--- src/rtl/alu_seq_pkg.sv ---
// Shared definitions for the multi-word ALU sequencer: opcodes, FSM states
// and the request-to-ALU opcode mapping.
package alu_seq_pkg;

  localparam logic [2:0] MODE_ADD = 3'b000;
  localparam logic [2:0] MODE_SUB = 3'b001;
  localparam logic [2:0] MODE_AND = 3'b010;
  localparam logic [2:0] MODE_OR  = 3'b011;
  localparam logic [2:0] MODE_XOR = 3'b100;
  localparam logic [2:0] MODE_NOT = 3'b101;
  localparam logic [2:0] MODE_INC = 3'b110;
  localparam logic [2:0] MODE_DEC = 3'b111;

  typedef enum logic [1:0] {
    S_IDLE = 2'd0,
    S_EXEC = 2'd1,
    S_DONE = 2'd2
  } state_t;

  // inc/dec ride on add/sub with B forced to zero and an initial carry of 1
  function automatic logic [2:0] alu_issue_mode(input logic [2:0] mode);
    case (mode)
      MODE_INC: return MODE_ADD;
      MODE_DEC: return MODE_SUB;
      default:  return mode;
    endcase
  endfunction

  function automatic logic is_arith(input logic [2:0] mode);
    return mode inside {MODE_ADD, MODE_SUB, MODE_INC, MODE_DEC};
  endfunction

  function automatic logic uses_b(input logic [2:0] mode);
    return !(mode inside {MODE_NOT, MODE_INC, MODE_DEC});
  endfunction

  function automatic logic init_carry(input logic [2:0] mode, input logic cb_in);
    if (mode inside {MODE_ADD, MODE_SUB}) return cb_in;
    if (mode inside {MODE_INC, MODE_DEC}) return 1'b1;
    return 1'b0;
  endfunction

endpackage

--- src/rtl/alu_multiword_seq.sv ---
// Runs N*WORDS-bit operations on an external N-bit ALU, one word per clock,
// LSW first, with carry/borrow chained. Optional rsp_zero: ALU_SEQ_ZERO_FLAG_EN.
module alu_multiword_seq
  import alu_seq_pkg::*;
#(
  parameter int N     = 3,
  parameter int WORDS = 4
) (
  input  logic               clk,
  input  logic               rst_n,
  input  logic               req_valid,
  output logic               req_ready,
  input  logic [2:0]         req_mode,
  input  logic [N*WORDS-1:0] req_a,
  input  logic [N*WORDS-1:0] req_b,
  input  logic               req_cb_in,
  output logic               rsp_valid,
  input  logic               rsp_ready,
  output logic [N*WORDS-1:0] rsp_res,
  output logic               rsp_cb_out,
  output logic [2:0]         alu_mode,
  output logic [N-1:0]       alu_a,
  output logic [N-1:0]       alu_b,
  output logic               alu_cb_in,
  input  logic [N-1:0]       alu_res,
  input  logic               alu_cb_out
`ifdef ALU_SEQ_ZERO_FLAG_EN
  ,
  output logic               rsp_zero
`endif
);

  localparam int W     = N * WORDS;
  localparam int IDX_W = (WORDS > 1) ? $clog2(WORDS) : 1;
  localparam logic [IDX_W-1:0] LAST_IDX = IDX_W'(WORDS - 1);

  state_t           state, state_next;
  logic [IDX_W-1:0] idx;
  logic [2:0]       mode_q;
  logic [W-1:0]     a_q, b_q, res_next;
  logic             cb_q;
  logic             last_word;
  logic             cb_next;

  assign last_word = (idx == LAST_IDX);
  assign cb_next   = is_arith(mode_q) & alu_cb_out;

  always_ff @(posedge clk or negedge rst_n) begin
    if (!rst_n) state <= S_IDLE;
    else        state <= state_next;
  end

  always_comb begin
    state_next = state;
    case (state)
      S_IDLE:  if (req_valid) state_next = S_EXEC;
      S_EXEC:  if (last_word) state_next = S_DONE;
      S_DONE:  if (rsp_ready) state_next = S_IDLE;
      default: state_next = S_IDLE;
    endcase
  end

  always_comb begin
    req_ready = 1'b0;
    rsp_valid = 1'b0;
    alu_mode  = '0;
    alu_a     = '0;
    alu_b     = '0;
    alu_cb_in = 1'b0;
    case (state)
      S_IDLE: req_ready = 1'b1;
      S_EXEC: begin
        alu_mode  = alu_issue_mode(mode_q);
        alu_a     = a_q[int'(idx)*N +: N];
        alu_b     = b_q[int'(idx)*N +: N];
        alu_cb_in = cb_q;
      end
      S_DONE:  rsp_valid = 1'b1;
      default: ;
    endcase
  end

  // Full result with the current word merged in, so the zero flag sees all W bits.
  always_comb begin
    res_next = rsp_res;
    res_next[int'(idx)*N +: N] = alu_res;
  end

  always_ff @(posedge clk or negedge rst_n) begin
    if (!rst_n) begin
      idx        <= '0;
      mode_q     <= '0;
      a_q        <= '0;
      b_q        <= '0;
      cb_q       <= 1'b0;
      rsp_res    <= '0;
      rsp_cb_out <= 1'b0;
`ifdef ALU_SEQ_ZERO_FLAG_EN
      rsp_zero   <= 1'b0;
`endif
    end else begin
      case (state)
        S_IDLE: if (req_valid) begin
          mode_q <= req_mode;
          a_q    <= req_a;
          b_q    <= uses_b(req_mode) ? req_b : '0;
          cb_q   <= init_carry(req_mode, req_cb_in);
          idx    <= '0;
        end
        S_EXEC: begin
          rsp_res <= res_next;
          cb_q    <= cb_next;
          if (last_word) begin
            rsp_cb_out <= cb_next;
`ifdef ALU_SEQ_ZERO_FLAG_EN
            rsp_zero   <= (res_next == '0);
`endif
          end else begin
            idx <= idx + 1'b1;
          end
        end
        default: ;
      endcase
    end
  end

endmodule
--- config.mk ---
export PLATFORM = sky130hd
export DESIGN_NAME = alu_multiword_seq
export DESIGN_NICKNAME = d
export VERILOG_FILES = /design/src/rtl/alu_seq_pkg.sv /design/src/rtl/alu_multiword_seq.sv
export SDC_FILE = /design/constraint.sdc
export NUM_CORES = 1
export LEC_CHECK = 0
export ABC_AREA = 1
export CORE_MARGIN = 3
export CORE_UTILIZATION = 56
export DETAILED_ROUTE_END_ITERATION = 7
export DONT_BUFFER_PORTS = 1
export PLACE_DENSITY = 0.74
export SLEW_MARGIN = 20
export SYNTH_ARGS = -nofsm -noshare
export SYNTH_HDL_FRONTEND = slang
export SYNTH_SLANG_ARGS = --single-unit
--- constraint.sdc ---
create_clock -name clk -period 1.6 [get_ports clk]
set_input_delay 0.32 -clock clk [delete_from_list [all_inputs] [get_ports clk]]
set_output_delay 0.32 -clock clk [all_outputs]
set_load 0.005 [all_outputs]
==> impl_metrics.toml, run 1 <==
[worst_setup_path]
r2r-start = "idx[0]"
cp-end-kind = "primary output"
worstPathMaxFanout = 10
crit_type = "reg -> out"
cp-startpoint = "idx[0]"
startpoint_type = "register"
cp.arrival_ps = 1400
required_ps = 1280

[final_layout]
fin_cells = 338
nNetsFinal = 331
antennaDiodeCount = 0
area_growth_pct = 15.6
final_common_cell = "nand2_1"
drive_above_1_share = 0.179
mostFrequentLayoutCells = "85 x nand2_1, 43 x dfrtp_1, 29 x o21ai_0"

[die]
die_area_mm2 = 0.00473
initial_core_util = 0.590
rows = 22
coreArea_mm2 = 0.00374
die_h_um = 68.8
pin_count = 61
die_w_um = 68.8

[synthesis]
ys_top_cells_by_area = "dfrtp_1 51%, nand2_1 16%, o21ai_0 7.9%"
ys_seq_area_frac = 0.510
synthCells = 278
ys_ff_latch = 45
ys_types = 22
synth_largest_area_cell = "dfrtp_1"
yosysTopAreaCellShare = 0.510
syn_area_mm2 = 0.00221
syn-num-nets = 320
avgSynthCellArea_um2 = 7.94
ys_warn_count = 0

[clock_network]
clk_latency_ps = 300
cts_made_buffers = 5
cts_tree = "yes"
cts_num_sinks = 45
clkTransAtPathRegs_ps = 90
htree_num_levels = 2
clock_path_buffers = 2
clockRootBuffer = "clkbuf_8"

[timing]
tightest_slew_ps = 261
finalHoldViolCount = 0
max-slew-margin-rel = 0.826
setup_ws_ps = -119
whs_ps = 104
finalSetupViolations = 4
fin_skew_ps = 10.4
max_freq_mhz = 582
min_period_ps = 1720
rsz0062_at_grt = "true"
finalCritPeriodShare = 1.07
slew_violations = 0

[pwr]
power.leakage_nw = 1.23
pwr_density_cell_mw_per_mm2 = 2110
vdd_drop_max_mv = 1.01
p_total_mw = 5.38

[hold_path]
holdCritStartpoint = "rsp_ready"
min_path_type = "in -> reg"

[run]
cap_violations = 0

[global_routing]
grt_pass1_vias = 1575
grt_pass1_wl_um = 7470
grt_max_degree = 46
grt_usage = 0.216
grt_overflow = 0
antenna_found_initial = 0

[placed_design]
place_ws_ps = 133
port_buffers = 0
dp.cells = 320
dp_hpwl_um = 3110
gp_congestion = 0.780

[routing]
drt-total-wl_um = 4850
via_per_inst = 5.39
vias = 1823
ant_nets = 0
wire_per_inst_um = 14.3
first_pass_iters = 4
drt_iter0_markers = 112
drc = 0

[status]
violations = "negative setup slack"
status = "finished, violations left"
==> per-stage QoR <==
stage | TNS (ps) | instance area (µm²) | util
2_1_floorplan | 0 | 2210 | -
4_1_cts | -58.0 | 2530 | 0.676
3_3_place_gp | 0 | 2230 | 0.597
6_report | -294 | 2550 | 0.681
3_5_place_dp | 0 | 2230 | 0.597
5_1_grt | -696 | 2550 | 0.681
==> timing repair <==
action,CTS,global route
gates resized for setup,27,10
endpoints found under the setup margin,10,13
buffers inserted,4,3
cloned,2,0
hold buffers,2,0
hold endpoints to repair,45,0
pin swaps,9,3
==> layout make-up <==
type / instances / area, µm²
clock buffer: 6 / 82.6
timing repair buffer: 16 / 164
tap: 48 / 60.1
multi-input combinational: 199 / 993
clock inverter: 2 / 37.5
sequential: 45 / 1130
inverter: 22 / 85.1
fill: 312 / 1190
==> metal layers <==
| metal | track usage | part of all wire |
|---|---|---|
| met1 | 0.277 | 0.43 |
| met2 | 0.342 | 0.48 |
| met3 | 0.0778 | 0.073 |
| met4 | 0.0657 | 0.015 |
| met5 | 0 | 0 |
==> final timing paths <==
kind | to | slack, ps | depth (start not counted)
min in group asynchronous | mode_q[0] | 460 | 2
setup / recovery | alu_b[1] | -120 | 6
max in group asynchronous | state[0] | 900 | 2
setup reg to reg | rsp_res[3] | 140 | 5
hold / removal | state[1] | 100 | 1
hold reg to reg | a_q[2] | 480 | 2
==> sequential cells by signal, summed over array words and instances, names as in the netlist <==
register    count
a_q            12
b_q            12
rsp_res        12
mode_q          3
idx             2
state           2
cb_q            1
rsp_cb_out      1
==> kinds of logic (layout without fill, tap and decap cells) <==
group                      after synthesis  in the layout  share of synthesized area
AOI/OAI and AO/OA                       55             55                      0.128
buffers and inverters                   34             46                     0.0737
DFF                                     45             45                      0.510
adders and majority gates                6              6                     0.0340
and+or+nand+nor                        138            138                      0.255
==> report_power, final <==
group / switching, mW / internal (mW)
sequential: 0.340 / 1.66
clock: 0.391 / 0.508
combinational: 1.54 / 0.952
==> worst max-delay path: stages (launching register included) <==
cell and delay [ps]:
dfrtp_2 460, buf_12 160, buf_4 130, nor2_1 110, nor2_1 50, o21ai_1 100
a21oi_2 90
==> Yosys cell counts <==
library cell  instances
a21oi_1               8
nand2_1              92
inv_4                 1
or2_2                 1
o31ai_1               1
nor2_4                2
clkbuf_2              1
o21ai_2               1
ha_1                  6
clkbuf_1              1
o21ai_0              35
inv_2                 1
o21ai_1              10
nand4_1               2
nor2_1               26
dfrtp_1              45
buf_2                 7
buf_6                 3
nor3_1                1
nand2_2               2
inv_1                20
nand3_1              12
Note: power is estimated with default switching activity, not from simulation.
==> run 2, diff against run 1 <==
--- a/config.mk
+++ b/config.mk
@@ -6,7 +6,7 @@
 export NUM_CORES = 1
 export LEC_CHECK = 0
 export ABC_AREA = 1
-export CORE_MARGIN = 3
+export CORE_MARGIN = 1.5
 export CORE_UTILIZATION = 56
 export DETAILED_ROUTE_END_ITERATION = 7
 export DONT_BUFFER_PORTS = 1
==> run 2 against run 1 <==
Compared with the run above: the run still ends with negative setup slack left; global-route usage rose by 2.7 points; critical path depth stayed put; combinational power down 6%; sequential power is essentially flat; critical endpoint is now alu_b[0].
==> impl_metrics.toml, run 2 (synthesis gave the netlist of run 1 again) <==
[status]
status = "finished, violations left"
violations = "negative setup slack"

[clock_network]
cts_made_buffers = 5
cts_tree = "yes"
clock_path_buffers = 2
clk_latency_ps = 300
cts_num_sinks = 45
clockRootBuffer = "clkbuf_8"
clkTransAtPathRegs_ps = 90
htree_num_levels = 2

[timing]
fin_skew_ps = 9.28
finalSetupViolations = 3
tightest_slew_ps = 252
rsz0062_at_grt = "true"
setup_ws_ps = -53.3
max-slew-margin-rel = 0.832
whs_ps = 108
min_period_ps = 1650
max_freq_mhz = 605
slew_violations = 0
fin_setup_tns_ps = -124
finalCritPeriodShare = 1.03
finalHoldViolCount = 0

[routing]
drc = 0
vias = 1819
drt_iter0_markers = 77
via_per_inst = 5.40
wire_per_inst_um = 13.7
first_pass_iters = 4
drt-total-wl_um = 4630
ant_nets = 0

[die]
die_area_mm2 = 0.00433
die_h_um = 65.8
coreArea_mm2 = 0.00372
rows = 22
initial_core_util = 0.594
pin_count = 61
die_w_um = 65.8

[placed_design]
dpl_cell_area_mm2 = 0.00226
gp_congestion = 0.758
dp.cells = 323
port_buffers = 0
place_ws_ps = 130
dp_hpwl_um = 3120

[worst_setup_path]
cp.arrival_ps = 1330
reg2reg_depth = 7
required_ps = 1280
r2r-start = "idx[0]"
startpoint_type = "register"
cp-end-kind = "primary output"
cp-startpoint = "idx[0]"
worstPathMaxFanout = 7
crit_type = "reg -> out"

[global_routing]
grt_overflow = 0
grt_pass1_wl_um = 7900
grt_usage = 0.243
grt_max_degree = 46
grt_pass1_vias = 1781
antenna_found_initial = 0

[hold_path]
holdCritStartpoint = "rsp_ready"
min_path_type = "in -> reg"
hold_path_depth = 1

[final_layout]
nFillCells = 319
ff_latch_area_mm2 = 0.00113
fin_cells = 337
multiInputGateArea_um2 = 975
final_common_cell = "nand2_1"
mostFrequentLayoutCells = "89 x nand2_1, 43 x dfrtp_1, 28 x o21ai_0"
antennaDiodeCount = 0
finalCoreUtilization = 0.678
drive_above_1_share = 0.156
area_growth_pct = 14.2
reg_top3 = "a_q: 12 flops, b_q: 12 flops, rsp_res: 12 flops"
design_area_mm2 = 0.00252
nNetsFinal = 330

[pwr]
p_total_mw = 5.22
pwr_density_cell_mw_per_mm2 = 2070
vdd_drop_max_mv = 0.960
power.leakage_nw = 1.22

[run]
cap_violations = 0
run 2: cell count changes in the layout (fill, tap and decap cells not counted), sizes merged:
cell | previous run | this run
clkinvlp | 1 | 0
clkbuf | 6 | 7
buf | 15 | 14
run 2: layout make-up:
cell class                 instances  share of cell area
clock buffer                       7              0.0342
clock inverter                     1              0.0119
inverter                          22              0.0347
multi-input combinational        199               0.387
sequential                        45               0.448
tap                               48              0.0238
timing repair buffer              15              0.0610
run 2: final timing paths:
| check | endpoint | slack [ps] |
|---|---|---|
| max | alu_b[0] | -50 |
| min | state[1] | 110 |
| max reg2reg | rsp_res[9] | 80 |
| min reg2reg | a_q[6] | 480 |
| max in group asynchronous | idx[0] | 860 |
| min in group asynchronous | rsp_res[5] | 500 |
run 2: routing by layer:
metal	track usage	vias up	wire length, µm
li1	-	905	-
met1	0.287	847	1980
met2	0.419	63	2310
met3	0.0750	4	298
met4	0.0781	0	36
met5	0	-	0
run 2: timing repair:
item	4_1_cts	5_1_grt
hold endpoints to repair	45	0
pin swaps	4	5
hold buffers	2	0
setup buffers	2	0
gates resized for setup	15	17
setup endpoints to repair	10	16
cloned	2	0
run 2: critical path: stages (launching register included):
cell and delay, ps:
dfrtp_2 460, inv_2 110, buf_6 130, nand2_2 50, nand2_2 70, nand2_2 50, a21oi_2 150
run 2: power by group:
group	switching (mW)	total (mW)	internal (mW)
Clock	0.375	0.884	0.509
Sequential	0.344	2.00	1.66
Combinational	1.45	2.34	0.885
